===== src/rtl/expu_elastic_pipe_if.sv =====
// Beat handshake bundle for the EXPU elastic pipe.
// Directions are named from the pipe's side (slave modport).
interface expu_elastic_pipe_if #(
  parameter int WIDTH     = 16,
  parameter int N_ROWS    = 8,
  parameter int TAG_WIDTH = 4
);
  logic                      valid_i;
  logic                      ready_o;
  logic [N_ROWS-1:0]         strb_i;
  logic [N_ROWS*WIDTH-1:0]   op_i;
  logic [TAG_WIDTH-1:0]      tag_i;
  logic                      valid_o;
  logic                      ready_i;
  logic [N_ROWS-1:0]         strb_o;
  logic [N_ROWS*WIDTH-1:0]   res_o;
  logic [TAG_WIDTH-1:0]      tag_o;

  modport master (
    output valid_i, strb_i, op_i, tag_i, ready_i,
    input  ready_o, valid_o, strb_o, res_o, tag_o
  );

  modport slave (
    input  valid_i, strb_i, op_i, tag_i, ready_i,
    output ready_o, valid_o, strb_o, res_o, tag_o
  );
endinterface


===== src/rtl/expu_elastic_pipe.sv =====
// Elastic valid/ready pipeline shell for EXPU row lanes.
// Optional stall counter: define EXPU_ELASTIC_PIPE_STALL_CNT_EN.
module expu_elastic_pipe #(
  parameter int WIDTH     = 16,
  parameter int N_ROWS    = 8,
  parameter int NUM_REGS  = 5,
  parameter int TAG_WIDTH = 4
) (
  input  logic                  clk_i,
  input  logic                  rst_i,
  input  logic                  clear_i,
  input  logic                  enable_i,
  expu_elastic_pipe_if.slave    io,
  output logic [3:0]            occupancy_o,
  output logic [31:0]           stall_cnt_o
);

  localparam int L  = NUM_REGS - 1;
  localparam int DW = N_ROWS * WIDTH;

  logic [NUM_REGS-1:0]                 v_q, v_d;
  logic [NUM_REGS-1:0]                 adv, ld;
  logic [NUM_REGS-1:0][N_ROWS-1:0]     strb_q, strb_src;
  logic [NUM_REGS-1:0][DW-1:0]         data_q, data_src;
  logic [NUM_REGS-1:0][TAG_WIDTH-1:0]  tag_q, tag_src;
  logic [3:0]                          occ_q, occ_d;
  logic [DW-1:0]                       op_mask;
  logic                                acc;
  logic                                nxt;

  always_comb begin
    op_mask = '0;
    for (int k = 0; k < N_ROWS; k++) begin
      if (io.strb_i[k]) op_mask[k*WIDTH +: WIDTH] = io.op_i[k*WIDTH +: WIDTH];
    end
  end

  // Advance ripples back from the output: a stage moves if its successor
  // is empty or moving itself this cycle.
  always_comb begin
    adv    = '0;
    nxt    = v_q[L] & io.ready_i;
    adv[L] = nxt;
    for (int s = L - 1; s >= 0; s--) begin
      nxt    = v_q[s] & (~v_q[s+1] | nxt);
      adv[s] = nxt;
    end
  end

  assign io.ready_o = enable_i & ~clear_i & (~v_q[0] | adv[0]);
  assign acc        = io.valid_i & io.ready_o;

  always_comb begin
    ld          = '0;
    ld[0]       = acc;
    strb_src    = '0;
    data_src    = '0;
    tag_src     = '0;
    strb_src[0] = io.strb_i;
    data_src[0] = op_mask;
    tag_src[0]  = io.tag_i;
    for (int s = 1; s < NUM_REGS; s++) begin
      ld[s]       = adv[s-1];
      strb_src[s] = strb_q[s-1];
      data_src[s] = data_q[s-1];
      tag_src[s]  = tag_q[s-1];
    end
  end

  always_comb begin
    v_d   = ld | (v_q & ~adv);
    occ_d = '0;
    for (int s = 0; s < NUM_REGS; s++) begin
      occ_d = occ_d + {3'd0, v_d[s]};
    end
  end

  always_ff @(posedge clk_i) begin
    if (rst_i) begin
      v_q    <= '0;
      occ_q  <= '0;
      strb_q <= '0;
      data_q <= '0;
      tag_q  <= '0;
    end else if (enable_i) begin
      v_q   <= clear_i ? '0 : v_d;
      occ_q <= clear_i ? '0 : occ_d;
      for (int s = 0; s < NUM_REGS; s++) begin
        if (ld[s] && !clear_i) begin
          strb_q[s] <= strb_src[s];
          data_q[s] <= data_src[s];
          tag_q[s]  <= tag_src[s];
        end
      end
    end
  end

  assign io.valid_o  = enable_i & v_q[L];
  assign io.strb_o   = strb_q[L];
  assign io.res_o    = data_q[L];
  assign io.tag_o    = tag_q[L];
  assign occupancy_o = occ_q;

`ifdef EXPU_ELASTIC_PIPE_STALL_CNT_EN
  logic [31:0] stall_q;

  always_ff @(posedge clk_i) begin
    if (rst_i) begin
      stall_q <= '0;
    end else if (enable_i & v_q[L] & ~io.ready_i & ~(&stall_q)) begin
      stall_q <= stall_q + 32'd1;
    end
  end

  assign stall_cnt_o = stall_q;
`else
  assign stall_cnt_o = '0;
`endif

endmodule

===== src/flat_wrapper.sv =====
// flat-port wrapper written by rule: the top's interface ports become plain ports
module expu_elastic_pipe_flat 
#(
  parameter int WIDTH     = 16,
  parameter int N_ROWS    = 8,
  parameter int NUM_REGS  = 5,
  parameter int TAG_WIDTH = 4
)
  (clk_i, rst_i, clear_i, enable_i, occupancy_o, stall_cnt_o, io_valid_i, io_strb_i, io_op_i, io_tag_i, io_ready_i, io_ready_o, io_valid_o, io_strb_o, io_res_o, io_tag_o);
  expu_elastic_pipe_if #(.WIDTH(WIDTH), .N_ROWS(N_ROWS), .TAG_WIDTH(TAG_WIDTH)) io_i ();
  input  logic clk_i;
  input  logic rst_i;
  input  logic clear_i;
  input  logic enable_i;
  output logic [3:0] occupancy_o;
  output logic [31:0] stall_cnt_o;
  input wire logic [$bits(io_i.valid_i)-1:0] io_valid_i;
  input wire logic [$bits(io_i.strb_i)-1:0] io_strb_i;
  input wire logic [$bits(io_i.op_i)-1:0] io_op_i;
  input wire logic [$bits(io_i.tag_i)-1:0] io_tag_i;
  input wire logic [$bits(io_i.ready_i)-1:0] io_ready_i;
  output wire logic [$bits(io_i.ready_o)-1:0] io_ready_o;
  output wire logic [$bits(io_i.valid_o)-1:0] io_valid_o;
  output wire logic [$bits(io_i.strb_o)-1:0] io_strb_o;
  output wire logic [$bits(io_i.res_o)-1:0] io_res_o;
  output wire logic [$bits(io_i.tag_o)-1:0] io_tag_o;
  assign io_i.valid_i = io_valid_i;
  assign io_i.strb_i = io_strb_i;
  assign io_i.op_i = io_op_i;
  assign io_i.tag_i = io_tag_i;
  assign io_i.ready_i = io_ready_i;
  assign io_ready_o = io_i.ready_o;
  assign io_valid_o = io_i.valid_o;
  assign io_strb_o = io_i.strb_o;
  assign io_res_o = io_i.res_o;
  assign io_tag_o = io_i.tag_o;
  expu_elastic_pipe #(.WIDTH(WIDTH), .N_ROWS(N_ROWS), .NUM_REGS(NUM_REGS), .TAG_WIDTH(TAG_WIDTH)) u_core (.clk_i(clk_i), .rst_i(rst_i), .clear_i(clear_i), .enable_i(enable_i), .io(io_i), .occupancy_o(occupancy_o), .stall_cnt_o(stall_cnt_o));
endmodule

===== config.mk =====
export PLATFORM = sky130hd
export DESIGN_NAME = expu_elastic_pipe_flat
export DESIGN_NICKNAME = d
export VERILOG_FILES = /design/src/rtl/expu_elastic_pipe_if.sv /design/src/rtl/expu_elastic_pipe.sv /design/src/flat_wrapper.sv
export SDC_FILE = /design/constraint.sdc
export NUM_CORES = 1
export LEC_CHECK = 0
export CORE_ASPECT_RATIO = 0.8
export CORE_MARGIN = 2
export CORE_UTILIZATION = 43
export DETAILED_ROUTE_END_ITERATION = 6
export PLACE_DENSITY = 0.66
export SLEW_MARGIN = 20
export SYNTH_ARGS = -nofsm -noshare
export SYNTH_HDL_FRONTEND = slang
export SYNTH_SLANG_ARGS = --single-unit

===== constraint.sdc =====
create_clock -name clk_i -period 5.69 [get_ports clk_i]
set_input_delay 1.707 -clock clk_i [delete_from_list [all_inputs] [get_ports clk_i]]
set_output_delay 1.707 -clock clk_i [all_outputs]
set_load 0.01 [all_outputs]

Word-level counts from Yosys, hierarchy flattened
Cells that the tools add are included.
{ "word_totals": {"register_bits": 709, "input_bits": 146, "word_cells": 65, "out_inout_bits": 178} }
{ "op_classes": {"n_reduce_logical": 11, "n_addsub": 4, "mux": 10, "bitwise": 23} }
{ "op_table": {"columns": ["op", "n"], "rows": [
  ["16-bit two-way mux", 8],
  ["4-bit by 1-bit adder with 4-bit output", 3],
  ["2-bit AND reduction", 5],
  ["1-bit AND", 9],
  ["1-bit NOT", 6],
  ["5-bit AND", 1],
  ["1-bit logical AND", 5],
  ["5-bit two-way mux", 1],
  ["5-bit NOT", 1],
  ["1-bit bitwise OR", 5],
  ["5-bit bitwise OR", 1],
  ["4-bit two-way mux", 1],
  ["1-bit by 1-bit adder with 2-bit output", 1],
  ["1-bit logical NOT", 1]
]} }

Depth between registers and ports, before layout
Gate-level depths: netlist of the first run.
{ "logic_depth": {"depth_word": 18, "ltp_mapped": 11} }

Worst setup path after synthesis of the first run
OpenSTA, ideal clock, no wires.
{ "synth_timing": {"kind": "input port to flip-flop", "start": "input port io_ready_i", "end": "register u_core.occ_q[1] (netlist: u_core.occupancy_o[1])", "t_required_ns": 5.562, "t_arrival_ns": 3.973, "n_path_buf": 2, "path_stages": 10, "setup_slack_ns": 1.589, "path_cell_list": "and4b_1 buf_2 clkbuf_1 a21o_1 ha_1 fa_1 ha_1 fa_1 a22oi_1 nor2_1"} }
{ "synth_between": {"elab_chain_cells": 18} }
{ "synth_rtl": {"columns": ["item", "line", "source"], "rows": [
  ["start, declared", "flat_wrapper.sv:21", "input wire logic [$bits(io_i.ready_i)-1:0] io_ready_i;"],
  ["1-bit AND *", "expu_elastic_pipe.sv:42", "nxt = v_q[L] & io.ready_i;"],
  ["1-bit bitwise OR", "expu_elastic_pipe.sv:45", "nxt = v_q[s] & (~v_q[s+1] | nxt);"],
  ["1-bit AND", "expu_elastic_pipe.sv:45", null],
  ["1-bit bitwise OR", "expu_elastic_pipe.sv:45", null],
  ["1-bit AND", "expu_elastic_pipe.sv:45", null],
  ["1-bit bitwise OR", "expu_elastic_pipe.sv:45", null],
  ["1-bit AND", "expu_elastic_pipe.sv:45", null],
  ["1-bit bitwise OR", "expu_elastic_pipe.sv:45", null],
  ["1-bit AND", "expu_elastic_pipe.sv:45", null],
  ["1-bit bitwise OR", "expu_elastic_pipe.sv:50", "assign io.ready_o = enable_i & ~clear_i & (~v_q[0] | adv[0]);"],
  ["1-bit AND", "expu_elastic_pipe.sv:50", null],
  ["1-bit AND", "expu_elastic_pipe.sv:51", "assign acc = io.valid_i & io.ready_o;"],
  ["5-bit bitwise OR *", "expu_elastic_pipe.sv:71", "v_d = ld | (v_q & ~adv);"],
  ["1-bit by 1-bit adder with 2-bit output", "expu_elastic_pipe.sv:74", "occ_d = occ_d + {3'd0, v_d[s]};"],
  ["4-bit by 1-bit adder with 4-bit output (2 in a row)", "expu_elastic_pipe.sv:74", null],
  ["4-bit by 1-bit adder with 4-bit output *", "expu_elastic_pipe.sv:74", null],
  ["4-bit two-way mux *", "expu_elastic_pipe.sv:87", "occ_q <= clear_i ? '0 : occ_d;"],
  ["end signal, assigned", "expu_elastic_pipe.sv:87", null],
  ["end, declared", "expu_elastic_pipe.sv:26", "logic [3:0] occ_q, occ_d;"]
]} }
Mark *: on every way between the ends. The rest lies on a longest branch, timed or not.
A chain may end at the register's enable or synchronous reset.

Worst setup path after layout of the first run
{ "layout_timing": {"start": "input port io_ready_i", "end": "output port io_ready_o"} }
{ "layout_between": {"elab_chain_cells": 11} }
{ "layout_rtl": {"columns": ["item", "line", "source"], "rows": [
  ["1-bit AND", "expu_elastic_pipe.sv:42", null],
  ["1-bit bitwise OR", "expu_elastic_pipe.sv:45", null],
  ["1-bit AND", "expu_elastic_pipe.sv:45", null],
  ["1-bit bitwise OR", "expu_elastic_pipe.sv:45", null],
  ["1-bit AND", "expu_elastic_pipe.sv:45", null],
  ["1-bit bitwise OR", "expu_elastic_pipe.sv:45", null],
  ["1-bit AND", "expu_elastic_pipe.sv:45", null],
  ["1-bit bitwise OR", "expu_elastic_pipe.sv:45", null],
  ["1-bit AND", "expu_elastic_pipe.sv:45", null],
  ["1-bit bitwise OR", "expu_elastic_pipe.sv:50", null],
  ["1-bit AND", "expu_elastic_pipe.sv:50", null],
  ["end, declared", "flat_wrapper.sv:22", "output wire logic [$bits(io_i.ready_o)-1:0] io_ready_o;"]
]} }
Every way passes these cells.

==> run summary, run 1 <==
count of final max-slew check failures = 0
Crit-path slowest cell = sky130_fd_sc_hd__clkdlybuf4s50_1
highest attainable clock frequency = 0.1962 GHz
post-route design area = 32,410 um^2
VDD IR max = 0.0001938 V
Hold Violations, Final = 0
final RePlAce weighted congestion = 0.7880
Distinct cells, synth = 30
share of synthesized flip-flops with an asynchronous set or reset = 0%
overflow left after global routing = 0
initial core utilization = 43.60%
power density over the cells = 310.5 nW/um^2
nets@finish = 3,304
instance area at placement = 30,070 um^2
Slew HR = 29.80%
Critical Path Start = io_ready_i
start point of the worst hold path = u_core.data_q[317]$_SDFFE_PP0P_
total number of vias = 22.28k
number of enable-type register cells in the synthesized netlist = 0
time the worst path needs with I/O delays and setup = 5.096 ns
number of vias per cell = 5.492
final worst clock skew = 0.01611 ns
post-placement worst setup slack = 0.5555 ns
First DRT Iteration DRCs = 1,685
core area = 64,390 um^2
setup fix buffers added after clock tree synthesis = 0
first-pass iteration count of the detailed router = 5
total of cells resized after clock tree synthesis = 0
data required time at the worst endpoint = 3.98 ns
status = finished, final reports clean
TritonCTS clock tree = done
power consumption = 10.06 mW
number of hold-repair buffers added at the cts stage = 0
most area-hungry cell type in the Yosys netlist = sky130_fd_sc_hd__dfxtp_1
Synth Warn # = 0
Slowest Stage Delay on Critical Path = 0.55 ns
critical path type = in -> out
number of violations of the max-capacitance limit = 0
height of the die = 232.5 um
cell with the most instances on the worst path = sky130_fd_sc_hd__clkdlybuf4s50_1
fraction of the cycle the final worst path needs = 89.56%
slew at the pin closest to its max-slew limit = 1.050 ns
biggest area contributors in the synthesized netlist = sky130_fd_sc_hd__dfxtp_1, sky130_fd_sc_hd__mux2i_1, sky130_fd_sc_hd__nand3_1
fin worst setup slack = 0.5942 ns
Post-Synthesis Cell Area = 28,070 um^2
insertion delay to the later sink of the worst-skew pair = 0.61 ns
commonest register cell after synthesis = sky130_fd_sc_hd__dfxtp_1
pin count of the biggest net entering global routing = 149
Clock H-tree levels = 3
end point of the critical path = io_ready_o
Finish-stage setup viols = 0
largest driver fanout on the critical path = 8
arrival time reported for the critical path endpoint = 3.39 ns
RSZ-0062 raised after global routing = no
fraction of the yosys area taken by sequential cells = 50.49%
post-synthesis to final-layout area growth = 15.46%
buffer type at the clock tree root = sky130_fd_sc_hd__clkbuf_16
number of antenna violations at the first check in global routing = 0
maximum buffer depth of the clock tree = 3
Register-to-Register Setup Slack = 2.42 ns
number of buffer and inverter instances along the worst setup path = 2
number of stages on the worst setup path = 5
Avg WL per Cell = 18.95 um
total clock sinks = 708
Top Ports = 324
R2R Path Start = u_core.v_q[4]$_SDFFE_PP0P_
number of antenna cells inserted = 0
commonest cells after routing, fill and taps aside = sky130_fd_sc_hd__dfxtp_1, sky130_fd_sc_hd__nand3_1, sky130_fd_sc_hd__o21ai_0
Detail Placement HPWL = 43,060 um
Fin Setup TNS = 0 ns
number of core rows = 83
DRC = 0
classification of the worst-slack hold path = reg -> reg
family with the most delay on the worst path = buffers and inverters
clock-pin slew reported for the worst setup and hold paths after clock tree synthesis = 0.06 ns
leak pwr = 10.32 nW
worst reg2reg path endpoint = u_core.data_q[142]$_SDFFE_PP0P_
crit start category = primary input
number of global-route vias before repair = 20.80k
Syn Inst Count = 3,225
number of I/O port buffers = 290
proportion of layout cells with a drive suffix above 1 = 5.020%
wire length of the first global-routing pass = 120,800 um
list of cells traversed by the critical path = clkdlybuf4s50_1 > and4b_4 > nand3_1 > and2_1 > clkdlybuf4s50_1
detailed-route wire length = 76,890 um
top-area cell type share of the netlist area = 50.49%
count of antenna-violating nets left after detailed routing = 0
Yosys reg bits = 708
area enclosed by the die boundary = 67,350 um^2
most common cell after layout, fill and taps aside = sky130_fd_sc_hd__dfxtp_1
CP endpoint kind = output pin
depth of the worst register-to-register path = 6
Mean Syn Cell Area = 8.704 um^2
CTS Buf Count = 71
global-route usage over all layers = 22.33%
Die Width = 289.7 um
cells in the mapped netlist, types with 3 or more instances:
master / instances
sky130_fd_sc_hd__dfxtp_1: 708
sky130_fd_sc_hd__nand3_1: 549
sky130_fd_sc_hd__o21ai_0: 424
sky130_fd_sc_hd__a21oi_1: 423
sky130_fd_sc_hd__nand2_1: 295
sky130_fd_sc_hd__mux2i_1: 280
sky130_fd_sc_hd__clkbuf_1: 254
sky130_fd_sc_hd__buf_4: 194
sky130_fd_sc_hd__buf_2: 39
sky130_fd_sc_hd__buf_1: 17
sky130_fd_sc_hd__nand3b_1: 6
sky130_fd_sc_hd__and3b_1: 4
sky130_fd_sc_hd__nand2b_1: 4
sky130_fd_sc_hd__nor2_1: 4
sky130_fd_sc_hd__a22oi_1: 3
sky130_fd_sc_hd__nor2b_1: 3
area by class of cell:
type | instances | area [um^2]
repair buffers | 328 | 3431
inverters | 2 | 15.01
well taps | 850 | 1064
multi-input cells | 2043 | 11390
flip-flops and latches | 708 | 14170
clock buffers | 103 | 2077
clock inverters | 23 | 259.0
fillers | 6192 | 31980
through the flow:
stage / hold WS (ns) / utilization, % / instances
after floorplan: 0.4350 / - / 3257
after global placement: 0.4430 / 46.71 / 3931
after detailed placement: 0.4466 / 46.71 / 3931
after CTS: 0.4545 / 50.33 / 4057
after global routing: 0.4679 / 50.33 / 4057
final: 0.4480 / 50.33 / 4057
power by group:
| part | internal [mW] | leakage [nW] | switching (mW) | total (mW) |
|---|---|---|---|---|
| combinational | 0.148 | 3.45 | 0.214 | 0.362 |
| sequential | 4.98 | 5.71 | 0.00631 | 4.98 |
| clock | 2.77 | 1.17 | 1.95 | 4.72 |
cells by family after synthesis:
group / after synthesis / share of synthesized area [%]
DFF: 708 / 50.49
and+or+nand+nor: 871 / 14.40
other: 1 / 0.01336
AOI/OAI and AO/OA: 855 / 15.34
buffers and inverters: 506 / 9.535
adders and majority gates: 4 / 0.2318
muxes: 280 / 9.985
per-layer routing:
layer / wire (um) / vias to the layer above / global-route usage, %
met5: 0 / - / 0
met4: 1473 / 0 / 5.721
met1: 38030 / 10738 / 33.33
met3: 3437 / 103 / 3.186
met2: 33950 / 542 / 33.56
li1: - / 10897 / -
how the worst min path moves through the flow:
stage	end	slack [ns]	depth (start not counted)
after floorplan	u_core.data_q[128]$_SDFFE_PP0P_	0.43	2
after global placement	u_core.data_q[230]$_SDFFE_PP0P_	0.44	2
after detailed placement	u_core.data_q[176]$_SDFFE_PP0P_	0.45	2
after CTS	u_core.data_q[484]$_SDFFE_PP0P_	0.45	2
after global routing	u_core.data_q[168]$_SDFFE_PP0P_	0.47	2
final	u_core.data_q[445]$_SDFFE_PP0P_	0.45	2
worst register-to-register path: cells and delay by family, from the launching register on:
kind,cells,cell delay [ns]
and+or+nand+nor,1,0.29
DFF,1,0.52
AOI/OAI and AO/OA,1,0.23
muxes,1,0.40
buffers and inverters,3,1.68
state kept, by name (all words and copies together) (netlist names):
register            count
u_core.data_q         512
u_core.io.res_o       128
u_core.strb_q          32
u_core.tag_q           16
u_core.io.strb_o        8
u_core.v_q              5
u_core.io.tag_o         4
u_core.occupancy_o      3
(Power assumes the default switching activity.)
==> run 2: changes to the inputs <==
- GPL_ROUTABILITY_DRIVEN: default -> 1
==> results of run 2 <==
No change in the layout: final DEF, timing and power equal those of run 1.
